$ cat config.mk
export PLATFORM = sky130hd
export DESIGN_NAME = pipe_bshift_flat
export DESIGN_NICKNAME = d
export VERILOG_FILES = /design/src/rtl/pipe_bshift_pkg.sv /design/src/rtl/pipe_bshift_if.sv /design/src/rtl/pipe_bshift_stage.sv /design/src/rtl/pipe_bshift.sv /design/src/flat_wrapper.sv
export SDC_FILE = /design/constraint.sdc
export NUM_CORES = 1
export LEC_CHECK = 0
export BUFFER_PORTS_ARGS = -buffer_cell sky130_fd_sc_hd__buf_2
export CORE_MARGIN = 3
export CORE_UTILIZATION = 60
export DETAILED_ROUTE_END_ITERATION = 6
export MAX_ROUTING_LAYER = met4
export PLACE_DENSITY = 0.86
export SYNTH_ARGS = -nofsm -noshare
export SYNTH_HDL_FRONTEND = slang
export SYNTH_HIERARCHICAL = 1
export SYNTH_SLANG_ARGS = --single-unit
$ cat constraint.sdc
create_clock -name clk -period 2.35 [get_ports clk]
set_input_delay 0.1175 -clock clk [delete_from_list [all_inputs] [get_ports clk]]
set_output_delay 0.1175 -clock clk [all_outputs]
set_load 0.005 [all_outputs]
$ cat src/rtl/pipe_bshift_pkg.sv
// pipe_bshift shared definitions: shift mode encoding.
// Used by the interface, the stage and the top level.
package pipe_bshift_pkg;

  typedef logic [1:0] mode_t;

  localparam mode_t MODE_SLL = 2'b00;
  localparam mode_t MODE_SRL = 2'b01;
  localparam mode_t MODE_SRA = 2'b10;
  localparam mode_t MODE_ROR = 2'b11;

endpackage

$ cat src/rtl/pipe_bshift_if.sv
// pipe_bshift stream bundle: operand side and result side
// of the valid/ready handshake.
interface pipe_bshift_if #(
  parameter int WIDTH = 8
);
  import pipe_bshift_pkg::*;

  localparam int SHW = $clog2(WIDTH);

  logic             in_valid;
  logic             in_ready;
  logic [WIDTH-1:0] in_data;
  logic [SHW-1:0]   in_amt;
  mode_t            in_mode;
  logic             out_valid;
  logic             out_ready;
  logic [WIDTH-1:0] out_data;
  logic             out_zero;

  modport master (
    output in_valid, in_data, in_amt, in_mode, out_ready,
    input  in_ready, out_valid, out_data, out_zero
  );

  modport slave (
    input  in_valid, in_data, in_amt, in_mode, out_ready,
    output in_ready, out_valid, out_data, out_zero
  );

endinterface

$ cat src/rtl/pipe_bshift_stage.sv
// One registered barrel-shifter stage, shift by 2**STAGE.
// Rotate wrap is built only when PIPE_BSHIFT_ROTATE_EN is defined.
module pipe_bshift_stage
  import pipe_bshift_pkg::*;
#(
  parameter int WIDTH = 8,
  parameter int STAGE = 0
) (
  input  logic                       clk,
  input  logic                       rst_n,
  input  logic                       adv,
  input  logic                       valid,
  input  logic [WIDTH-1:0]           data,
  input  logic [$clog2(WIDTH)-1:0]   amt,
  input  mode_t                      mode,
  input  logic                       sign,
  output logic                       valid_q,
  output logic [WIDTH-1:0]           data_q,
  output logic [$clog2(WIDTH)-1:0]   amt_q,
  output mode_t                      mode_q,
  output logic                       sign_q
);

  localparam int SH = 1 << STAGE;

  logic [WIDTH-1:0] shifted;

  always_comb begin
    shifted = data;
    if (amt[STAGE]) begin
      unique case (mode)
        MODE_SLL: shifted = data << SH;
        MODE_SRA: shifted = {{SH{sign}}, data[WIDTH-1:SH]};
`ifdef PIPE_BSHIFT_ROTATE_EN
        MODE_SRL: shifted = data >> SH;
        MODE_ROR: shifted = {data[SH-1:0], data[WIDTH-1:SH]};
`else
        MODE_SRL,
        MODE_ROR: shifted = data >> SH;
`endif
      endcase
    end
  end

  always_ff @(posedge clk or negedge rst_n) begin
    if (!rst_n) begin
      valid_q <= 1'b0;
      data_q  <= '0;
      amt_q   <= '0;
      mode_q  <= MODE_SLL;
      sign_q  <= 1'b0;
    end else if (adv) begin
      valid_q <= valid;
      data_q  <= shifted;
      amt_q   <= amt;
      mode_q  <= mode;
      sign_q  <= sign;
    end
  end

endmodule

$ cat src/rtl/pipe_bshift.sv
// Pipelined barrel shifter, one registered stage per amount bit.
// Define PIPE_BSHIFT_ROTATE_EN to make mode 11 rotate right.
module pipe_bshift
  import pipe_bshift_pkg::*;
#(
  parameter int WIDTH = 8
) (
  input  logic          clk,
  input  logic          rst_n,
  pipe_bshift_if.slave  bus
);

  localparam int SHW = $clog2(WIDTH);

  logic             adv;
  logic             valid [SHW+1];
  logic [WIDTH-1:0] data  [SHW+1];
  logic [SHW-1:0]   amt   [SHW+1];
  mode_t            mode  [SHW+1];
  logic             sign  [SHW+1];

  assign valid[0] = bus.in_valid;
  assign data[0]  = bus.in_data;
  assign amt[0]   = bus.in_amt;
  assign mode[0]  = bus.in_mode;
  assign sign[0]  = bus.in_data[WIDTH-1];

  for (genvar k = 0; k < SHW; k++) begin : g_stage
    pipe_bshift_stage #(
      .WIDTH (WIDTH),
      .STAGE (k)
    ) u_stage (
      .clk     (clk),
      .rst_n   (rst_n),
      .adv     (adv),
      .valid   (valid[k]),
      .data    (data[k]),
      .amt     (amt[k]),
      .mode    (mode[k]),
      .sign    (sign[k]),
      .valid_q (valid[k+1]),
      .data_q  (data[k+1]),
      .amt_q   (amt[k+1]),
      .mode_q  (mode[k+1]),
      .sign_q  (sign[k+1])
    );
  end

  // whole pipe moves together; bubbles never block
  assign adv           = bus.out_ready | ~valid[SHW];
  assign bus.in_ready  = adv;
  assign bus.out_valid = valid[SHW];
  assign bus.out_data  = data[SHW];
  assign bus.out_zero  = ~|data[SHW];

endmodule

$ cat src/flat_wrapper.sv
// flat-port wrapper written by rule: the top's interface ports become plain ports
module pipe_bshift_flat import pipe_bshift_pkg::*;
#(
  parameter int WIDTH = 8
)
  (clk, rst_n, bus_in_valid, bus_in_data, bus_in_amt, bus_in_mode, bus_out_ready, bus_in_ready, bus_out_valid, bus_out_data, bus_out_zero);
  pipe_bshift_if #(.WIDTH(WIDTH)) bus_i ();
  input  logic clk;
  input  logic rst_n;
  input wire logic [$bits(bus_i.in_valid)-1:0] bus_in_valid;
  input wire logic [$bits(bus_i.in_data)-1:0] bus_in_data;
  input wire logic [$bits(bus_i.in_amt)-1:0] bus_in_amt;
  input wire logic [$bits(bus_i.in_mode)-1:0] bus_in_mode;
  input wire logic [$bits(bus_i.out_ready)-1:0] bus_out_ready;
  output wire logic [$bits(bus_i.in_ready)-1:0] bus_in_ready;
  output wire logic [$bits(bus_i.out_valid)-1:0] bus_out_valid;
  output wire logic [$bits(bus_i.out_data)-1:0] bus_out_data;
  output wire logic [$bits(bus_i.out_zero)-1:0] bus_out_zero;
  assign bus_i.in_valid = bus_in_valid;
  assign bus_i.in_data = bus_in_data;
  assign bus_i.in_amt = bus_in_amt;
  assign bus_i.in_mode = bus_in_mode;
  assign bus_i.out_ready = bus_out_ready;
  assign bus_in_ready = bus_i.in_ready;
  assign bus_out_valid = bus_i.out_valid;
  assign bus_out_data = bus_i.out_data;
  assign bus_out_zero = bus_i.out_zero;
  pipe_bshift #(.WIDTH(WIDTH)) u_core (.clk(clk), .rst_n(rst_n), .bus(bus_i));
endmodule
==> impl_metrics.prom <==
# TYPE chip_impl_metric gauge
chip_impl_metric{name="finalNetCount",unit=""} 207
chip_impl_metric{name="drt-total-wl",unit="µm"} 3720
chip_impl_info{name="run_status",value="complete, no violations"} 1
chip_impl_metric{name="n_fill_cell",unit=""} 211
chip_impl_metric{name="cts.path.max_buffers",unit=""} 2
chip_impl_metric{name="globalRouteOverflowTotal",unit=""} 0
chip_impl_metric{name="io_pins",unit=""} 28
chip_impl_info{name="most-common-layout-cells",value="sky130_fd_sc_hd__dfrtp_1, sky130_fd_sc_hd__buf_2, sky130_fd_sc_hd__mux2i_1"} 1
chip_impl_metric{name="preCtsSetupSlack",unit="ns"} 0.948
chip_impl_metric{name="cts_hold_buffers",unit=""} 1
chip_impl_metric{name="rrSetupSlack",unit="ns"} 0.91
chip_impl_metric{name="syn-instance-count",unit=""} 159
chip_impl_metric{name="leakagePower",unit="nW"} 0.949
chip_impl_info{name="min-delay-start",value="bus_in_valid"} 1
chip_impl_metric{name="syn-cell-area",unit="µm²"} 1810
chip_impl_info{name="critical_path_class",value="register to output pin"} 1
chip_impl_metric{name="power.ir.vdd_worst",unit="V"} 0.000544
chip_impl_info{name="clock_root_cell",value="sky130_fd_sc_hd__clkbuf_4"} 1
chip_impl_metric{name="cts_repair_resize_count",unit=""} 0
chip_impl_info{name="worstHoldEndpoint",value="u_core/g_stage[0].u_stage/valid_q"} 1
chip_impl_metric{name="timing.clock.skew",unit="ns"} 0.00635
chip_impl_info{name="worst_min_path_class",value="input pin to register"} 1
chip_impl_info{name="grt_setup_unrepaired",value="no"} 1
chip_impl_metric{name="cts-buffers-inserted",unit=""} 5
chip_impl_info{name="setup.worst_path.start_class",value="register"} 1
chip_impl_info{name="rr_startpoint",value="u_core/g_stage[2].u_stage/valid_q"} 1
chip_impl_metric{name="numClockSinks",unit=""} 36
chip_impl_metric{name="holdWs",unit="ns"} 0.0353
chip_impl_metric{name="cp_data_arrival_time",unit="ns"} 1.46
chip_impl_metric{name="antenna_cells_inserted",unit=""} 0
chip_impl_metric{name="die_height",unit="µm"} 61.0
chip_impl_metric{name="worst_r2r_path_depth",unit=""} 5
chip_impl_metric{name="hold_depth",unit=""} 2
chip_impl_metric{name="via_per_inst",unit=""} 6.09
chip_impl_metric{name="clock.fmax",unit="MHz"} 634
chip_impl_metric{name="cts_htree_levels",unit=""} 2
chip_impl_info{name="clock_tree_from_tritoncts",value="built"} 1
chip_impl_metric{name="fin_tns_setup",unit="ns"} 0
chip_impl_metric{name="route.detailed.drc",unit=""} 0
chip_impl_metric{name="gr-usage-all-layers",unit="%"} 23.3
chip_impl_metric{name="drt_first_pass_iters",unit=""} 4
chip_impl_metric{name="finalCritPeriodShare",unit="%"} 67.1
chip_impl_metric{name="maxCapViolCount",unit=""} 0
chip_impl_metric{name="dp.final_hpwl",unit="µm"} 2750
chip_impl_metric{name="final_period_minus_worst_setup_slack",unit="ns"} 1.58
chip_impl_metric{name="first_pass_grt_wire_length",unit="µm"} 6050
chip_impl_metric{name="floorplan.initialDensity",unit="%"} 64.1
chip_impl_metric{name="route.vias.total",unit=""} 1352
chip_impl_metric{name="final_layout_size_suffix_gt1_share",unit="%"} 27.2
chip_impl_metric{name="grt_pass1_vias",unit=""} 1324
chip_impl_metric{name="final_replace_weighted_congestion",unit=""} 0.817
chip_impl_metric{name="syn2layout_area_growth",unit="%"} 13.0
chip_impl_metric{name="worst-endpoint-required",unit="ns"} 2.23
chip_impl_metric{name="cts_post_setup_buffers_inserted",unit=""} 0
chip_impl_metric{name="yosys_warnings",unit=""} 6
chip_impl_metric{name="clock_insertion_delay_worst_skew",unit="ns"} 0.33
chip_impl_metric{name="max_slew.worst_pin.slew",unit="ns"} 0.754
chip_impl_metric{name="finalHoldViolCount",unit=""} 0
chip_impl_metric{name="clkSlewWorstSetupHoldPaths",unit="ns"} 0.10
chip_impl_metric{name="critical_path.max_fanout",unit=""} 3
chip_impl_metric{name="final_setup_violations",unit=""} 0
chip_impl_metric{name="antenna_left",unit=""} 0
chip_impl_metric{name="buffer_ports.inserted",unit=""} 27
chip_impl_metric{name="fp.dieArea",unit="µm²"} 3720
chip_impl_metric{name="timing.final.max_slew_violations",unit=""} 0
chip_impl_metric{name="die_x",unit="µm"} 61.0
chip_impl_info{name="most_common_library_cell_in_the_layout_ignoring_fill_and_taps",value="sky130_fd_sc_hd__dfrtp_1"} 1
chip_impl_metric{name="drt_first_iter_violations",unit=""} 72
chip_impl_metric{name="final_critical_path_setup_slack",unit="ns"} 0.773
chip_impl_metric{name="relSlewSlack",unit="%"} 49.7
chip_impl_info{name="worstReg2RegEnd",value="u_core/g_stage[0].u_stage/data_q[1]"} 1
chip_impl_metric{name="core_area",unit="µm²"} 2830
chip_impl_metric{name="maximum_number_of_pins_on_one_net_before_global_route_repair",unit=""} 37
chip_impl_metric{name="avgSynthCellArea",unit="µm²"} 11.4
chip_impl_metric{name="antenna_violations_before_repair",unit=""} 0
chip_impl_metric{name="synth_nets",unit=""} 176
chip_impl_metric{name="power_per_cell_area",unit="nW/µm²"} 1100
chip_impl_metric{name="wl_per_cell",unit="µm"} 16.7
chip_impl_info{name="timing.critical_path.to_type",value="output pin"} 1
chip_impl_metric{name="rows",unit=""} 19
-- per-stage QoR --
step	utilization, %	cell area, µm²	total power [mW]	cells
finish	72.4	2050	2.25	222
global route	72.4	2050	2.41	222
CTS	71.7	2030	2.26	220
detailed placement	69.3	1960	1.92	211
global placement	69.3	1960	1.86	211
floorplan	-	1810	1.66	159
-- report_power, final --
group / internal [mW] / switching, mW
Sequential: 0.857 / 0.245
Combinational: 0.444 / 0.369
Clock: 0.148 / 0.190
-- state kept, by name, indices dropped and copies added, names as in the netlist --
signal	count
u_core/g_stage.u_stage/sign_q	2
u_core/g_stage.u_stage/mode_q	4
u_core/g_stage.u_stage/amt_q	3
u_core/g_stage.u_stage/data_q	24
u_core/g_stage.u_stage/valid_q	3
-- final cells by class --
cell class | instances | area [µm²] | share of cell area, %
Multi-Input combinational cell | 107 | 827 | 40.4
Inverter | 8 | 30.0 | 1.47
Timing Repair Buffer | 32 | 193 | 9.41
Sequential cell | 36 | 901 | 44.0
Clock buffer | 8 | 58.8 | 2.87
Tap cell | 31 | 38.8 | 1.89
-- worst max-delay path by stage --
| stage | cells after the start | slack, ns | to | from |
|---|---|---|---|---|
| final | 3 | 0.77 | bus_out_zero | u_core/g_stage[2].u_stage/data_q[7] |
| after global routing | 3 | 0.69 | bus_out_zero | u_core/g_stage[2].u_stage/data_q[3] |
| after CTS | 3 | 0.76 | bus_out_zero | u_core/g_stage[2].u_stage/data_q[7] |
| after detailed placement | 5 | 0.95 | u_core/g_stage[0].u_stage/data_q[1] | u_core/g_stage[2].u_stage/valid_q |
| after global placement | 5 | 1.03 | u_core/g_stage[0].u_stage/data_q[4] | u_core/g_stage[2].u_stage/valid_q |
| after floorplan | 3 | 0.92 | u_core/g_stage[1].u_stage/amt_q[2] | u_core/g_stage[2].u_stage/valid_q |
-- critical path, cell delays in order (launching register included) --
cell and delay [ns]:
sky130_fd_sc_hd__dfrtp_1 0.40, sky130_fd_sc_hd__or4_1 0.52, sky130_fd_sc_hd__nor2_1 0.10, sky130_fd_sc_hd__buf_2 0.11
-- metal layers --
metal	wire length, µm	vias up	track usage, %
li1	-	655	-
met1	1520	650	24.9
met2	1940	41	40.2
met3	197	6	7.23
met4	51	0	8.67
met5	0	-	-
No activity file was read; power rests on OpenSTA's default activity.
